--- config.mk ---
export PLATFORM = sky130hd
export DESIGN_NAME = ppu_line_scheduler_flat
export DESIGN_NICKNAME = d
export VERILOG_FILES = /design/src/rtl/ppu_line_scheduler_if.sv /design/src/rtl/ppu_line_scheduler.sv /design/src/flat_wrapper.sv
export SDC_FILE = /design/constraint.sdc
export NUM_CORES = 1
export LEC_CHECK = 0
export ABC_CLOCK_PERIOD_IN_PS = 2100
export CAP_MARGIN = 40
export CORE_UTILIZATION = 44
export CTS_BUF_LIST = sky130_fd_sc_hd__clkbuf_4 sky130_fd_sc_hd__clkbuf_8
export CTS_CLUSTER_DIAMETER = 150
export DETAILED_ROUTE_END_ITERATION = 7
export PLACE_DENSITY = 0.94
export SYNTH_ARGS = -nofsm -noshare
export SYNTH_HDL_FRONTEND = slang
export SYNTH_SLANG_ARGS = --single-unit
--- constraint.sdc ---
create_clock -name pixelClk -period 2.1 [get_ports pixelClk]
set_input_delay 0.525 -clock pixelClk [delete_from_list [all_inputs] [get_ports pixelClk]]
set_output_delay 0.525 -clock pixelClk [all_outputs]
set_load 0.03 [all_outputs]
--- src/rtl/ppu_line_scheduler_if.sv ---
//------------------------------------------------------------------------------
// Module   : ppu_line_scheduler_if
// Brief    : PPU/VGA timing inputs and line-RAM control outputs of the scheduler.
// Revision : 1.0 - initial release
//------------------------------------------------------------------------------
`default_nettype none

interface ppu_line_scheduler_if;
   logic [7:0] LY;
   logic [9:0] HCount;
   logic [9:0] VCount;
   logic       clrOverrun;
   logic       wrEn;
   logic [7:0] ramAddr;
   logic       busy;
   logic       overrun;
   logic       frameDone;

   modport master (
      output LY, HCount, VCount, clrOverrun,
      input  wrEn, ramAddr, busy, overrun, frameDone
   );

   modport slave (
      input  LY, HCount, VCount, clrOverrun,
      output wrEn, ramAddr, busy, overrun, frameDone
   );
endinterface

`default_nettype wire

--- src/rtl/ppu_line_scheduler.sv ---
//------------------------------------------------------------------------------
// Module   : ppu_line_scheduler
// Brief    : Arbitrates a single-ported line RAM between display reads and PPU line writes.
// Revision : 1.0 - initial release
//------------------------------------------------------------------------------
`default_nettype none

module ppu_line_scheduler #(
   parameter int H_ACTIVE = 160,
   parameter int V_ACTIVE = 144,
   parameter int H_MAX    = 799
) (
   input  wire                  pixelClk,
   input  wire                  rstN,
   ppu_line_scheduler_if.slave  bus
);

   localparam logic [9:0] c_H_ACTIVE  = H_ACTIVE[9:0];
   localparam logic [9:0] c_V_ACTIVE  = V_ACTIVE[9:0];
   localparam logic [9:0] c_H_MAX     = H_MAX[9:0];
   localparam logic [7:0] c_LAST_LINE = 8'(V_ACTIVE - 1);

   typedef enum logic [1:0] {
      IDLE  = 2'd0,
      PEND  = 2'd1,
      WRITE = 2'd2
   } state_t;

   state_t     r_state;
   state_t     w_nextState;
   logic [7:0] r_lastLY;
   logic [7:0] r_wrLine;
   logic       r_overrun;
   logic       r_frameDone;

   logic       w_readWin;
   logic       w_change;
   logic       w_lyValid;
   logic       w_grant;
   logic       w_capture;

   assign w_readWin = (bus.HCount < c_H_ACTIVE) && (bus.VCount < c_V_ACTIVE);
   assign w_change  = (bus.LY != r_lastLY);
   assign w_lyValid = ({2'b00, bus.LY} < c_V_ACTIVE);
   assign w_grant   = !w_readWin && (bus.HCount != c_H_MAX);
   // Capture of a new line is possible in IDLE and (as a supersede) in PEND.
   assign w_capture = w_change && w_lyValid && (r_state == IDLE || r_state == PEND);

   always_comb begin
      w_nextState = r_state;
      case (r_state)
         IDLE:    if (w_capture) w_nextState = PEND;
         PEND:    if (!w_capture && w_grant) w_nextState = WRITE;
         WRITE:   w_nextState = IDLE;
         default: w_nextState = IDLE;
      endcase
   end

   always_ff @(posedge pixelClk or negedge rstN) begin
      if (!rstN) begin
         r_state     <= IDLE;
         r_lastLY    <= 8'd0;
         r_wrLine    <= 8'd0;
         r_overrun   <= 1'b0;
         r_frameDone <= 1'b0;
      end else begin
         r_state     <= w_nextState;
         r_frameDone <= (r_state == WRITE) && (r_wrLine == c_LAST_LINE);
         if (w_capture) begin
            r_wrLine <= bus.LY;
            r_lastLY <= bus.LY;
         end else if (r_state == IDLE && w_change) begin
            r_lastLY <= bus.LY;
         end
         // Supersede wins over a simultaneous clear.
         if (w_capture && r_state == PEND) begin
            r_overrun <= 1'b1;
         end else if (bus.clrOverrun) begin
            r_overrun <= 1'b0;
         end
      end
   end

   assign bus.wrEn      = (r_state == WRITE);
   assign bus.busy      = (r_state != IDLE);
   assign bus.overrun   = r_overrun;
   assign bus.frameDone = r_frameDone;
   assign bus.ramAddr   = (r_state == WRITE) ? r_wrLine :
                          w_readWin          ? bus.VCount[7:0] : 8'd0;

endmodule

`default_nettype wire

--- src/flat_wrapper.sv ---
// flat-port wrapper written by rule: the top's interface ports become plain ports
module ppu_line_scheduler_flat 
#(
   parameter int H_ACTIVE = 160,
   parameter int V_ACTIVE = 144,
   parameter int H_MAX    = 799
)
  (pixelClk, rstN, bus_LY, bus_HCount, bus_VCount, bus_clrOverrun, bus_wrEn, bus_ramAddr, bus_busy, bus_overrun, bus_frameDone);
  ppu_line_scheduler_if bus_i ();
  input  wire pixelClk;
  input  wire rstN;
  input wire logic [$bits(bus_i.LY)-1:0] bus_LY;
  input wire logic [$bits(bus_i.HCount)-1:0] bus_HCount;
  input wire logic [$bits(bus_i.VCount)-1:0] bus_VCount;
  input wire logic [$bits(bus_i.clrOverrun)-1:0] bus_clrOverrun;
  output wire logic [$bits(bus_i.wrEn)-1:0] bus_wrEn;
  output wire logic [$bits(bus_i.ramAddr)-1:0] bus_ramAddr;
  output wire logic [$bits(bus_i.busy)-1:0] bus_busy;
  output wire logic [$bits(bus_i.overrun)-1:0] bus_overrun;
  output wire logic [$bits(bus_i.frameDone)-1:0] bus_frameDone;
  assign bus_i.LY = bus_LY;
  assign bus_i.HCount = bus_HCount;
  assign bus_i.VCount = bus_VCount;
  assign bus_i.clrOverrun = bus_clrOverrun;
  assign bus_wrEn = bus_i.wrEn;
  assign bus_ramAddr = bus_i.ramAddr;
  assign bus_busy = bus_i.busy;
  assign bus_overrun = bus_i.overrun;
  assign bus_frameDone = bus_i.frameDone;
  ppu_line_scheduler #(.H_ACTIVE(H_ACTIVE), .V_ACTIVE(V_ACTIVE), .H_MAX(H_MAX)) u_core (.pixelClk(pixelClk), .rstN(rstN), .bus(bus_i));
endmodule
==> results_dict.tcl <==
set metrics [dict create \
    busiest_layer "met2" \
    cp.required_ns 1.57 \
    ys_warn_count 0 \
    yosys_register_bits 20 \
    reg2regPathDepth 4 \
    cts_root_buf "clkbuf_4" \
    worst_slew_pin_slew_ns 0.443 \
    grt_use_met3 0.0424 \
    wirelength_um 2510 \
    drtPass1Iterations 3 \
    yosysSeqAreaShare 0.484 \
    use_met2 0.413 \
    slew_viol_final 0 \
    chipWidth_um 50.5 \
    routedWlPerCell_um 15.0 \
    grt_start_max_net_pins 21 \
    finalSetupViolations 8 \
    netlist_area_sq_um 1030 \
    setup.worst_path.end_class "primary output" \
    rows 17 \
    antenna_found_initial 0 \
    ant_nets 0 \
    drc_errors 0 \
    drive_gt1_frac 0.343 \
    r2r-start "u_core.r_lastLY[3]$_DFFE_PN0P_" \
    via_per_inst 5.27 \
    syn-num-nets 111 \
    die_area_sq_um 2550 \
    cts_tree "yes" \
    crit_type "primary input to primary output" \
    rsz0062_at_grt "yes" \
    arrival_ns 1.66 \
    ir_worst_vdd_v 0.000628 \
    hold_path_end "u_core.bus.frameDone$_DFF_PN0_" \
    postLayoutCoreUtil 0.745 \
    pin_count 43 \
    postCtsHoldBufs 0 \
    track_usage 0.219 \
    clk_pin_slew_ns 0.11 \
    drt_iter0_drc 3 \
    use_met1 0.243 \
    overflow 0 \
    syn_avg_cell_area_sq_um 12.9 \
    hold_start "u_core.r_wrLine[4]$_DFFE_PN0P_" \
    syn-instance-count 80 \
    pre_cts_ws_ns -0.410 \
    numCtsBuffers 3 \
    yosysTopAreaCellShare 0.484 \
    hold_path.class "flip-flop to flip-flop" \
    port_buffers 42 \
    cts.sinks 20 \
    grt_pass1_vias 960 \
    synth.largest_area_cell "dfrtp_1" \
    cts_buffer_depth 2 \
    min_period_ns 2.18 \
    fmax_mhz 458 \
    status "finished, violations left" \
    path_max_fanout 8 \
    antennaDiodeCount 0 \
    start_util 0.468 \
    slew_headroom 0.705 \
    violations "setup timing" \
    maxCapViolations 0 \
    core_sq_um 2210 \
    fin_crit_sh 1.04 \
    die_h_um 50.5 \
    ys.flop_type "dfrtp_1" \
    synthTopCellsByArea "dfrtp_1, mux2_4, mux2_1, a22o_1, xnor2_1" \
    r2r-end "u_core.r_lastLY[7]$_DFFE_PN0P_" \
    nets 172 \
    reg2reg_slack_ns 0.44 \
    fin_skew_ns 0.00445 \
    fin_ws_ns -0.0838 \
    report.final.hold_viol_count 0 \
    area_growth_syn_to_layout_pct 59.4 \
    gp_congestion 0.744 \
    yosysUniqueCellTypes 29 \
    start_kind "primary input" \
    clock_latency_ns 0.30 \
    synth_edf_count 0 \
    dpl.hpwl_um 1880 \
    power-per-cell-area_nw_per_um2 748 \
    leakage_nw 0.730 \
    async_reset_ff_frac 1.00 \
    vias 886 \
    hold_depth 1 \
    grt_pass1_wl_um 4180 \
    cts_htree_levels 1 \
]
worst max-delay path: stages:
cell     delay, ns
buf_6         0.10
nor4_4        0.26
nand3_1       0.14
nor2_1        0.14
buf_4         0.17
a22o_1        0.17
buf_6         0.14
state kept, by name, indices dropped and copies added, names as in the netlist:
signal,flops
u_core.r_lastLY,8
u_core.r_wrLine,8
u_core.r_state,2
u_core.bus.frameDone,1
u_core.bus.overrun,1
report_power, final:
group          total, mW  internal [mW]  switching (mW)
registers          0.520          0.459          0.0609
clock network      0.313          0.193           0.120
logic              0.401          0.233           0.169
total               1.23          0.885           0.349
placed cells by master, fill, tap and decap left out:
master and n:
buf_4 17, o31ai_1 1, nand4b_1 1, o41a_1 1, clkdlybuf4s15_2 1, bufinv_16 1
o21ai_0 1, dfrtp_1 20, nand3_1 2, buf_2 4, inv_1 2, dlygate4sd2_1 3
and3b_1 1, mux2_4 8, o22ai_1 1, xnor2_1 8, buf_6 10, o21ai_1 2
o21ai_2 1, mux2_2 1, clkdlybuf4s50_1 21, nor2_1 1, or3_1 1, nor2b_1 1
a31oi_1 1, a21oi_1 1, clkbuf_4 3, nor4b_1 1, a22o_1 8, or2_2 1
nand2b_1 1, nor4_4 1, clkdlybuf4s15_1 2, and4b_1 1, mux2_1 7, nand4_1 3
timing repair:
item | 4_1_cts | 5_1_grt
endpoints found under the setup margin | 9 | 8
gates resized for setup | 44 | 1
setup buffers | 1 | 1
pin swaps | 9 | 9
per-stage QoR:
step                hold slack [ns]  total power [mW]  instances  instance area [sq um]  TNS, ns
floorplan                     0.229             0.755         80                   1030        0
global placement              0.467             0.905        162                   1560    -4.47
detailed placement            0.461             0.922        162                   1560    -6.04
CTS                           0.477              1.24        167                   1640   -0.276
global route                  0.507              1.30        168                   1650   -0.909
finish                        0.484              1.23        168                   1650   -0.447
synthesized netlist by cell type (2+ instances only):
cell,n
xnor2_1,8
o21ai_0,2
mux2_1,7
nand3_1,2
dfrtp_1,20
a22o_1,8
mux2_4,8
inv_1,2
nand4_1,3
layout make-up:
class / instances / area, sq um
Clock buffer: 3 / 22.5
Clock inverter: 1 / 30.0
Fill cell: 162 / 563
Inverter: 2 / 7.51
Multi-Input combinational cell: 56 / 526
Sequential cell: 20 / 500
Tap cell: 28 / 35.0
Timing Repair Buffer: 58 / 528
worst max-delay path by stage:
stage                        from             end  slack, ns  cells past startpoint
floorplan           bus_VCount[8]  bus_ramAddr[0]       0.02                      4
global placement    bus_VCount[8]  bus_ramAddr[2]      -0.30                      7
detailed placement  bus_HCount[9]  bus_ramAddr[7]      -0.41                      7
CTS                 bus_VCount[9]  bus_ramAddr[7]      -0.04                      7
global route        bus_VCount[8]  bus_ramAddr[1]      -0.14                      7
finish              bus_VCount[8]  bus_ramAddr[1]      -0.08                      7
kinds of logic after synthesis:
family / count (synthesis) / share of synthesized area
flip-flops: 20 / 0.484
AO/OA/AOI/OAI: 17 / 0.126
XOR/XNOR: 8 / 0.0677
buffers and inverters: 4 / 0.0230
AND/OR/NAND/NOR: 15 / 0.0968
multiplexers: 16 / 0.203
layer usage:
layer  routed length (um)  part of all wire
met2                 1310              0.52
met3                  157             0.062
met1                 1000              0.40
met4                   45             0.018
met5                    0                 0
No activity file was read; power rests on OpenSTA's default activity.
